**config.mk**
```make
export PLATFORM = sky130hd
export DESIGN_NAME = img_filter_pipe
export DESIGN_NICKNAME = d
export VERILOG_FILES = /design/src/rtl/img_filter_pipe.sv
export SDC_FILE = /design/constraint.sdc
export NUM_CORES = 1
export LEC_CHECK = 0
export ABC_CLOCK_PERIOD_IN_PS = 4000
export BUFFER_PORTS_ARGS = -buffer_cell sky130_fd_sc_hd__buf_2
export CAP_MARGIN = 20
export CORE_ASPECT_RATIO = 0.6
export CORE_MARGIN = 4
export CORE_UTILIZATION = 40
export CTS_CLUSTER_SIZE = 24
export DETAILED_ROUTE_END_ITERATION = 16
export HOLD_SLACK_MARGIN = 0.03
export PLACE_DENSITY = 0.59
export SLEW_MARGIN = 30
export SYNTH_ARGS = -nofsm -noshare
export SYNTH_HDL_FRONTEND = slang
export SYNTH_SLANG_ARGS = --single-unit
```
**constraint.sdc**
```tcl
create_clock -name clk -period 4 [get_ports clk]
set_input_delay 0.2 -clock clk [delete_from_list [all_inputs] [get_ports clk]]
set_output_delay 0.2 -clock clk [all_outputs]
set_load 0.05 [all_outputs]
```
**src/rtl/img_filter_pipe.sv**
```systemverilog
// ============================================================================
// img_filter_pipe
// ----------------------------------------------------------------------------
// Two-stage pixel filter between the frame-buffer read mux and the VGA RGB
// outputs. Inside a configurable on-screen window it applies bypass, mosaic,
// grayscale, invert or threshold. Pixels outside the window pass through
// unchanged. The filter mode and the threshold level are latched only at frame
// start (x_pixel==0 && y_pixel==0). Every output is registered, and the latency
// is exactly 2 cycles.
//
// Optional feature macro: IMG_FILTER_BORDER_EN
//   When this macro is defined, pixels on the outermost rows and columns of
//   the window are forced to solid white in every mode.
//
// Ports:
//   clk          pixel clock, one pixel per cycle
//   reset        asynchronous active-low reset
//   filter_sel   requested mode (0 bypass, 1 mosaic, 2 gray, 3 invert,
//                4 threshold, 5-7 bypass)
//   thresh       threshold level for mode 4, latched together with filter_sel
//   DE           display enable
//   x_pixel      screen x coordinate
//   y_pixel      screen y coordinate
//   r_in         input red channel
//   g_in         input green channel
//   b_in         input blue channel
//   DE_out       DE delayed by 2 cycles
//   x_out        x_pixel delayed by 2 cycles
//   y_out        y_pixel delayed by 2 cycles
//   r_out        filtered red channel
//   g_out        filtered green channel
//   b_out        filtered blue channel
//   mode_active  mode currently applied
// ============================================================================
module img_filter_pipe #(
    parameter int COLOR_W     = 4,
    parameter int IMG_WIDTH   = 160,
    parameter int IMG_HEIGHT  = 120,
    parameter int WIN_X0      = 320,
    parameter int WIN_Y0      = 240,
    parameter int SCALE_SHIFT = 1,
    parameter int BLOCK_SHIFT = 3
) (
    input  logic               clk,
    input  logic               reset,
    input  logic [2:0]         filter_sel,
    input  logic [COLOR_W-1:0] thresh,
    input  logic               DE,
    input  logic [9:0]         x_pixel,
    input  logic [9:0]         y_pixel,
    input  logic [COLOR_W-1:0] r_in,
    input  logic [COLOR_W-1:0] g_in,
    input  logic [COLOR_W-1:0] b_in,
    output logic               DE_out,
    output logic [9:0]         x_out,
    output logic [9:0]         y_out,
    output logic [COLOR_W-1:0] r_out,
    output logic [COLOR_W-1:0] g_out,
    output logic [COLOR_W-1:0] b_out,
    output logic [2:0]         mode_active
);

    localparam int LX_W  = (IMG_WIDTH  > 1) ? $clog2(IMG_WIDTH)  : 1;
    localparam int LY_W  = (IMG_HEIGHT > 1) ? $clog2(IMG_HEIGHT) : 1;
    localparam int BX_W  = LX_W - BLOCK_SHIFT;
    // Round up so that a partial last block still has its own buffer entry.
    localparam int NBLK  = (IMG_WIDTH + (1 << BLOCK_SHIFT) - 1) >> BLOCK_SHIFT;
    localparam int PIX_W = 3 * COLOR_W;

    localparam logic [9:0] X_LO = 10'(WIN_X0);
    localparam logic [9:0] X_HI = 10'(WIN_X0 + (IMG_WIDTH << SCALE_SHIFT) - 1);
    localparam logic [9:0] Y_LO = 10'(WIN_Y0);
    localparam logic [9:0] Y_HI = 10'(WIN_Y0 + (IMG_HEIGHT << SCALE_SHIFT) - 1);
    localparam logic [9:0]      SUB_MASK = 10'((1 << SCALE_SHIFT) - 1);
    localparam logic [LX_W-1:0] LX_BMASK = LX_W'((1 << BLOCK_SHIFT) - 1);
    localparam logic [LY_W-1:0] LY_BMASK = LY_W'((1 << BLOCK_SHIFT) - 1);

    localparam logic [2:0] MODE_MOSAIC = 3'd1;
    localparam logic [2:0] MODE_GRAY   = 3'd2;
    localparam logic [2:0] MODE_INVERT = 3'd3;
    localparam logic [2:0] MODE_THRESH = 3'd4;

    // Stage 1 registers
    logic              s1_win_q,  s1_win_d;
    logic [LX_W-1:0]   s1_lx_q,   s1_lx_d;
    logic [LY_W-1:0]   s1_ly_q,   s1_ly_d;
    logic              s1_sub0_q, s1_sub0_d;   // first screen pixel of a local pixel
    logic [PIX_W-1:0]  s1_pix_q,  s1_pix_d;
    logic              s1_de_q,   s1_de_d;
    logic [9:0]        s1_x_q,    s1_x_d;
    logic [9:0]        s1_y_q,    s1_y_d;
`ifdef IMG_FILTER_BORDER_EN
    logic              s1_edge_q, s1_edge_d;
`endif

    // Frame-synchronous mode state and the mosaic hold register
    logic [2:0]         mode_q,   mode_d;
    logic [COLOR_W-1:0] thresh_q, thresh_d;
    logic [PIX_W-1:0]   hold_q,   hold_d;

    // Stage 2 output registers
    logic [PIX_W-1:0]  out_pix_q, out_pix_d;
    logic              de_out_q,  de_out_d;
    logic [9:0]        x_out_q,   x_out_d;
    logic [9:0]        y_out_q,   y_out_d;

    // Mosaic block buffer
    logic [PIX_W-1:0]  buf_mem [0:NBLK-1];
    logic              buf_we_s;

    logic [9:0]         dx_s, dy_s;
    logic               in_win_s;
    logic [COLOR_W-1:0] r1_s, g1_s, b1_s;
    logic [COLOR_W+1:0] gray_sum_s;
    logic [COLOR_W-1:0] gray_s;
    logic [BX_W-1:0]    bx_s;
    logic               cap_row_s, cap_pix_s;
    logic [PIX_W-1:0]   filt_s;

    // Stage 1: window decode, local coordinates and mode latch at frame start
    always_comb begin
        dx_s      = x_pixel - X_LO;
        dy_s      = y_pixel - Y_LO;
        in_win_s  = DE && (x_pixel >= X_LO) && (x_pixel <= X_HI)
                       && (y_pixel >= Y_LO) && (y_pixel <= Y_HI);
        s1_win_d  = in_win_s;
        s1_lx_d   = LX_W'(dx_s >> SCALE_SHIFT);
        s1_ly_d   = LY_W'(dy_s >> SCALE_SHIFT);
        s1_sub0_d = ((dx_s & SUB_MASK) == 10'd0);
        s1_pix_d  = {r_in, g_in, b_in};
        s1_de_d   = DE;
        s1_x_d    = x_pixel;
        s1_y_d    = y_pixel;
`ifdef IMG_FILTER_BORDER_EN
        s1_edge_d = in_win_s && ((x_pixel == X_LO) || (x_pixel == X_HI) ||
                                 (y_pixel == Y_LO) || (y_pixel == Y_HI));
`endif
        if ((x_pixel == 10'd0) && (y_pixel == 10'd0)) begin
            mode_d   = filter_sel;
            thresh_d = thresh;
        end else begin
            mode_d   = mode_q;
            thresh_d = thresh_q;
        end
    end

    // Stage 2: filter arithmetic, mosaic capture/replay and output selection
    always_comb begin
        {r1_s, g1_s, b1_s} = s1_pix_q;
        // r + 2g + b fits in COLOR_W+2 bits, so the sum cannot overflow.
        gray_sum_s = {2'b00, r1_s} + {1'b0, g1_s, 1'b0} + {2'b00, b1_s};
        gray_s     = gray_sum_s[COLOR_W+1:2];
        bx_s       = s1_lx_q[LX_W-1:BLOCK_SHIFT];
        cap_row_s  = ((s1_ly_q & LY_BMASK) == {LY_W{1'b0}});
        cap_pix_s  = cap_row_s && ((s1_lx_q & LX_BMASK) == {LX_W{1'b0}}) && s1_sub0_q;
        // Captures track the window in every mode, so the buffer is always current.
        buf_we_s   = s1_win_q && cap_pix_s;
        if (buf_we_s) begin
            hold_d = s1_pix_q;
        end else begin
            hold_d = hold_q;
        end

        case (mode_q)
            MODE_MOSAIC: begin
                if (cap_pix_s) begin
                    filt_s = s1_pix_q;
                end else if (cap_row_s) begin
                    filt_s = hold_q;
                end else begin
                    filt_s = buf_mem[bx_s];
                end
            end
            MODE_GRAY:   filt_s = {gray_s, gray_s, gray_s};
            MODE_INVERT: filt_s = ~s1_pix_q;
            MODE_THRESH: filt_s = (gray_s >= thresh_q) ? {PIX_W{1'b1}} : {PIX_W{1'b0}};
            default:     filt_s = s1_pix_q;
        endcase

        if (s1_win_q) begin
            out_pix_d = filt_s;
        end else begin
            out_pix_d = s1_pix_q;
        end
`ifdef IMG_FILTER_BORDER_EN
        if (s1_edge_q) begin
            out_pix_d = {PIX_W{1'b1}};
        end else begin
            out_pix_d = out_pix_d;
        end
`endif
        de_out_d = s1_de_q;
        x_out_d  = s1_x_q;
        y_out_d  = s1_y_q;
    end

    // Pipeline, mode and hold registers with asynchronous clear
    always_ff @(posedge clk or negedge reset) begin
        if (!reset) begin
            s1_win_q  <= 1'b0;
            s1_lx_q   <= {LX_W{1'b0}};
            s1_ly_q   <= {LY_W{1'b0}};
            s1_sub0_q <= 1'b0;
            s1_pix_q  <= {PIX_W{1'b0}};
            s1_de_q   <= 1'b0;
            s1_x_q    <= 10'd0;
            s1_y_q    <= 10'd0;
`ifdef IMG_FILTER_BORDER_EN
            s1_edge_q <= 1'b0;
`endif
            mode_q    <= 3'd0;
            thresh_q  <= {COLOR_W{1'b0}};
            hold_q    <= {PIX_W{1'b0}};
            out_pix_q <= {PIX_W{1'b0}};
            de_out_q  <= 1'b0;
            x_out_q   <= 10'd0;
            y_out_q   <= 10'd0;
        end else begin
            s1_win_q  <= s1_win_d;
            s1_lx_q   <= s1_lx_d;
            s1_ly_q   <= s1_ly_d;
            s1_sub0_q <= s1_sub0_d;
            s1_pix_q  <= s1_pix_d;
            s1_de_q   <= s1_de_d;
            s1_x_q    <= s1_x_d;
            s1_y_q    <= s1_y_d;
`ifdef IMG_FILTER_BORDER_EN
            s1_edge_q <= s1_edge_d;
`endif
            mode_q    <= mode_d;
            thresh_q  <= thresh_d;
            hold_q    <= hold_d;
            out_pix_q <= out_pix_d;
            de_out_q  <= de_out_d;
            x_out_q   <= x_out_d;
            y_out_q   <= y_out_d;
        end
    end

    // Block buffer write; contents are don't-care after reset
    always_ff @(posedge clk) begin
        if (buf_we_s) begin
            buf_mem[bx_s] <= s1_pix_q;
        end
    end

    assign {r_out, g_out, b_out} = out_pix_q;
    assign DE_out      = de_out_q;
    assign x_out       = x_out_q;
    assign y_out       = y_out_q;
    assign mode_active = mode_q;

endmodule
```
After elaboration in Yosys (flattened, before gate mapping)
Memory sizes are Yosys's and may differ from the RTL's.
Cells that the tools add are included.
W data, S select, Z words.
- $add $sub $neg: 4
- magnitude comparators: 5
- equal/unequal tests: 4
- muxes and demuxes: 7
- bitwise operators: 1
- reductions and logical operators: 13
- operator list (cell ; count):
    $mux W12 ; 4
    $pmux W12 S4 ; 1
    $logic_not A10 Y1 ; 3
    $not A12 Y12 ; 1
    $ge A10 B8 Y1 const B ; 1
    $ge A10 B9 Y1 const B ; 1
    $le A10 B10 Y1 const B ; 1
    $le A10 B9 Y1 const B ; 1
    $sub A9 B9 Y9 const B ; 1
    $logic_and A1 B1 Y1 ; 8
    $logic_not A8 Y1 ; 1
    $logic_not A7 Y1 ; 1
    $add A4 B5 Y6 ; 1
    $add A6 B4 Y6 ; 1
    $eq A3 B2 Y1 const B ; 2
    $ge A4 B4 Y1 ; 1
    $sub A4 B1 Y4 const B ; 1
    $eq A3 B1 Y1 const B ; 1
    $eq A3 B3 Y1 const B ; 1
    $mux W1 ; 2
- register bits after elaboration: 98
- bits in writable memories: 240
- input bits: 42
- output and inout bits: 36
- logic and storage cells: 50
- memories: 1
- memory list (memory ; words ; width ; read ports ; clocked after memory_dff ; write ports ; RTL line ; RTL):
    buf_mem ; 20 ; 12 ; 1 ; 0 ; 1 ; 108 ; logic [PIX_W-1:0] buf_mem [0:NBLK-1];

Longest topological paths before layout
- depth after elaboration: 6
- depth in mapped cells: 13
- mapped depth without buffers: 13

Least setup slack after synthesis
Ideal clock, no wire load.
- path type: register to register
- start: register s1_pix_q[1]
- end: register out_pix_q[2]
- library setup time: 0.126 ns
- arrival time: 3.338 ns
- required time: 3.874 ns
- path slack: 0.536 ns
- cell stages (with the launch flop): 13
- period minus slack after synthesis: 3.464 ns
- path through: dfrtp_1 inv_1 fa_1 nor2_1 fa_1 inv_1 ha_1 nand2b_1 a211oi_1 o2111a_1 o21ai_0 a21o_1 o32a_1
- longest elaborated chain between the ends: 5
- ends and longest elaborated chain (item ; RTL line ; RTL):
    start: declaration ; 88 ; logic [PIX_W-1:0] s1_pix_q, s1_pix_d;
    start signal: assignment ; 204 ; s1_pix_q <= {PIX_W{1'b0}};
    start signal: assignment ; 223 ; s1_pix_q <= s1_pix_d;
    $add A6 B4 Y6 * ; 151 ; gray_sum_s = {2'b00, r1_s} + {1'b0, g1_s, 1'b0} + {2'b00, b1_s};
    $ge A4 B4 Y1 ; 176 ; MODE_THRESH: filt_s = (gray_s >= thresh_q) ? {PIX_W{1'b1}} : {PIX_W{1'b0}};
    $mux W12 ; 176 ;
    $pmux W12 S4 * ; 164 ; case (mode_q)
    $mux W12 * ; 180 ; if (s1_win_q) begin
    net out_pix_d[2] ; 102 ; logic [PIX_W-1:0] out_pix_q, out_pix_d;
    end signal: assignment ; 214 ; out_pix_q <= {PIX_W{1'b0}};
    end signal: assignment ; 233 ; out_pix_q <= out_pix_d;
    end: declaration ; 102 ;
Mark *: on every way through the listed nets, which the timed path passes. The rest lies on a longest branch.
A chain may end at the register's enable or synchronous reset.

Final worst setup path
- start: register s1_pix_q[3]
- end: register out_pix_q[6]
Same word-level chain as after synthesis.

==> out/metrics.csv <==
stage,metric,value,unit
placed_design,portBuffers,77,
synthesis,synth_edf_count,240,
timing,hold_viol,0,
synthesis,synth_top_area_cell,edfxtp_1,
synthesis,syn_inst,675,
setup_path,path_cells,"fa_1, ha_1, a21o_1, a31oi_1, xnor2_1, ha_1, o21ai_0, o2111a_1, o21ai_0, a21o_1, o32a_1",
synthesis,async_flop_share,0.273,
cells_and_area,instances_no_fill,1275,
flow_run,maxCapViolations,0,
timing,min_period,3490,ps
cells_and_area,regArea,9470,um2
die,die_w,238,um
clock_tree,cts_tree,built,
routing,dr.pass1.iters,5,
clock_tree,clk_path_buf_depth,3,
min_path,hold_path.class,in2async,
timing,fin_crit_sh,0.872,
clock_tree,clock_latency,560,ps
setup_path,cp_slowest_cell,fa_1,
timing,fmax,0.287,GHz
timing,setup_viol,0,
placed_design,gp_congestion,0.826,
die,die_h,146,um
synthesis,synth_common_cells,"edfxtp_1, dfrtp_1, mux4_2",
routing,post_drt_wl_per_cell,24.6,um
synthesis,avgSynthCellArea,18.8,um2
synthesis,syn-cell-area,12700,um2
placed_design,dp_slack,554,ps
synthesis,synth_fp_nets,731,
routing,drt-initial-drc-count,666,
placed_design,dpl.cell_count,1177,
setup_path,cp.required,4440,ps
synthesis,yosys_warnings,0,
timing,maxSlewViolCount,0,
power_and_ir_drop,p_leak,5.45,nW
synthesis,synth_cell_types,54,
grt,grt_pass1_vias,7170,
routing,ant_nets,0,
setup_path,critPathLaunchType,register,
clock_tree,cts_buffers,29,
synthesis,yosysMostFrequentCell,edfxtp_1,
setup_path,cp_max_fo,4,
synthesis,ys_top_cells_by_area,"edfxtp_1, dfrtp_1, mux4_2",
setup_path,crit_family,compound AO/OA/AOI/OAI gates,
timing,slew_headroom,0.345,
placed_design,dp_hpwl,21.1,mm
synthesis,yosysTopAreaCellShare,0.569,
routing,drc,0,
cells_and_area,final_util,0.483,
die,initial_core_util,0.406,
clock_tree,cts_max_level,1,
cells_and_area,drive_gt1_frac,0.274,
routing,via_count,6927,
outcome,status,"finished, final reports clean",
routing,wl,31.4,mm
grt,grt_pass1_wl,46.8,mm
clock_tree,clock_sinks,330,
setup_path,crit_arrival,3920,ps
die,rows,50,
power_and_ir_drop,powerDensity,462,nW/um2
timing,tns,0,ps
cells_and_area,multi_input_area,2990,um2
setup_path,endpoint_kind,register,
timing,worst_pin_slew,978,ps
grt,grt_max_degree,54,
clock_tree,cts.clk_slew.worst_paths,70,ps
die,dieArea,34700,um2
synthesis,yosysSeqAreaShare,0.746,
synthesis,ys.flop_type,edfxtp_1,
timing,setup_ws,513,ps
setup_path,path_buf_inv,0,
timing,fin_skew,20.0,ps
grt,track_usage,0.181,
timing,rsz0062_at_grt,no,
grt,gr-total-overflow,0,
cells_and_area,fillers,2546,
clock_tree,clockRootBuffer,clkbuf_16,
setup_path,critical_path.max_stage_delay,490,ps
cells_and_area,fin_nets,890,
setup_path,crit_type,reg2reg,
power_and_ir_drop,worst_ir_drop_vdd,0.000306,V
die,ios,78,
cells_and_area,areaGrowthSynthToFinish,19.1,%
synthesis,ys_ff_latch,330,
routing,vias_per_cell,5.43,
die,core,31200,um2
grt,antenna_found_initial,2,
## power breakdown
group | total (W) | internal (W) | switching [W]
Clock | 0.00273 | 0.00151 | 0.00122
Combinational | 0.000488 | 0.000176 | 0.000312
Sequential | 0.00375 | 0.00371 | 0.0000425
Total | 0.00697 | 0.00540 | 0.00157
## sequential cells by signal, summed over array words and instances (netlist names), 3 cells and up
name and count:
buf_mem 240, x_out 10, mode_active 3, y_out 10
thresh_q 4, s1_y_q 10, s1_pix_q 12, s1_x_q 10
hold_q 12, out_pix_q 12, s1_lx_q 3
## area by class of cell
cell class                 count  share of cell area
multi-input combinational    300               0.198
clock buffer                  43              0.0550
inverter                      16             0.00398
timing repair buffer         157              0.0745
tap                          416              0.0345
clock inverter                11             0.00630
sequential                   330               0.627
antenna                        2            0.000332
## repair_timing
item | in CTS | in global routing
setup buffers | 0 | 0
hold buffers | 41 | 0
endpoints found under the hold margin | 96 | 0
resized for setup | 0 | 0
## cell usage in the layout, fill, tap and decap left out, drive strengths merged, types with 14 or more instances in the layout
cell / synthesis / routed
nor2: 44 / 44
edfxtp: 240 / 240
dlygate4sd3: 0 / 41
dfrtp: 90 / 90
mux4: 54 / 54
mux2i: 15 / 15
nand2: 18 / 18
buf: 20 / 116
a22oi: 19 / 19
o21ai: 15 / 15
inv: 16 / 19
a21oi: 14 / 14
clkbuf: 9 / 43
## cells by family after synthesis
group / share of synthesized area
flops: 0.746
compound gates: 0.0519
fa+ha+maj: 0.0162
mux: 0.121
buf+inv: 0.0192
simple gates: 0.0436
xor+xnor: 0.00207
## metal layers
layer / track usage / share of wire
met3: 0.0788 / 0.11
met5: 0.0303 / 0
met1: 0.280 / 0.47
met4: 0.0257 / 0.010
met2: 0.241 / 0.41
## metrics by stage
stage | hold WS (ps) | power (W) | cell area (um2)
after floorplan | -95.6 | 0.00408 | 12700
after global placement | 247 | 0.00426 | 13700
after detailed placement | 270 | 0.00427 | 13700
after CTS | 227 | 0.00703 | 15100
after global routing | 284 | 0.00722 | 15100
final | 221 | 0.00697 | 15100
## path summary, 6_finish.rpt
| check | startpoint | endpoint | slack (ps) | cells past startpoint |
|---|---|---|---|---|
| max | s1_pix_q[3] | out_pix_q[6] | 510 | 11 |
| min reg2reg | s1_y_q[9] | y_out[9] | 340 | 0 |
| min | reset | s1_pix_q[7] | 220 | 2 |
| max in group asynchronous | reset | s1_win_q | 2810 | 3 |
| max reg2reg | s1_pix_q[3] | out_pix_q[6] | 510 | 11 |
| min in group clk | r_in[0] | s1_pix_q[8] | 290 | 2 |
Power figures use the tool's default switching activity.
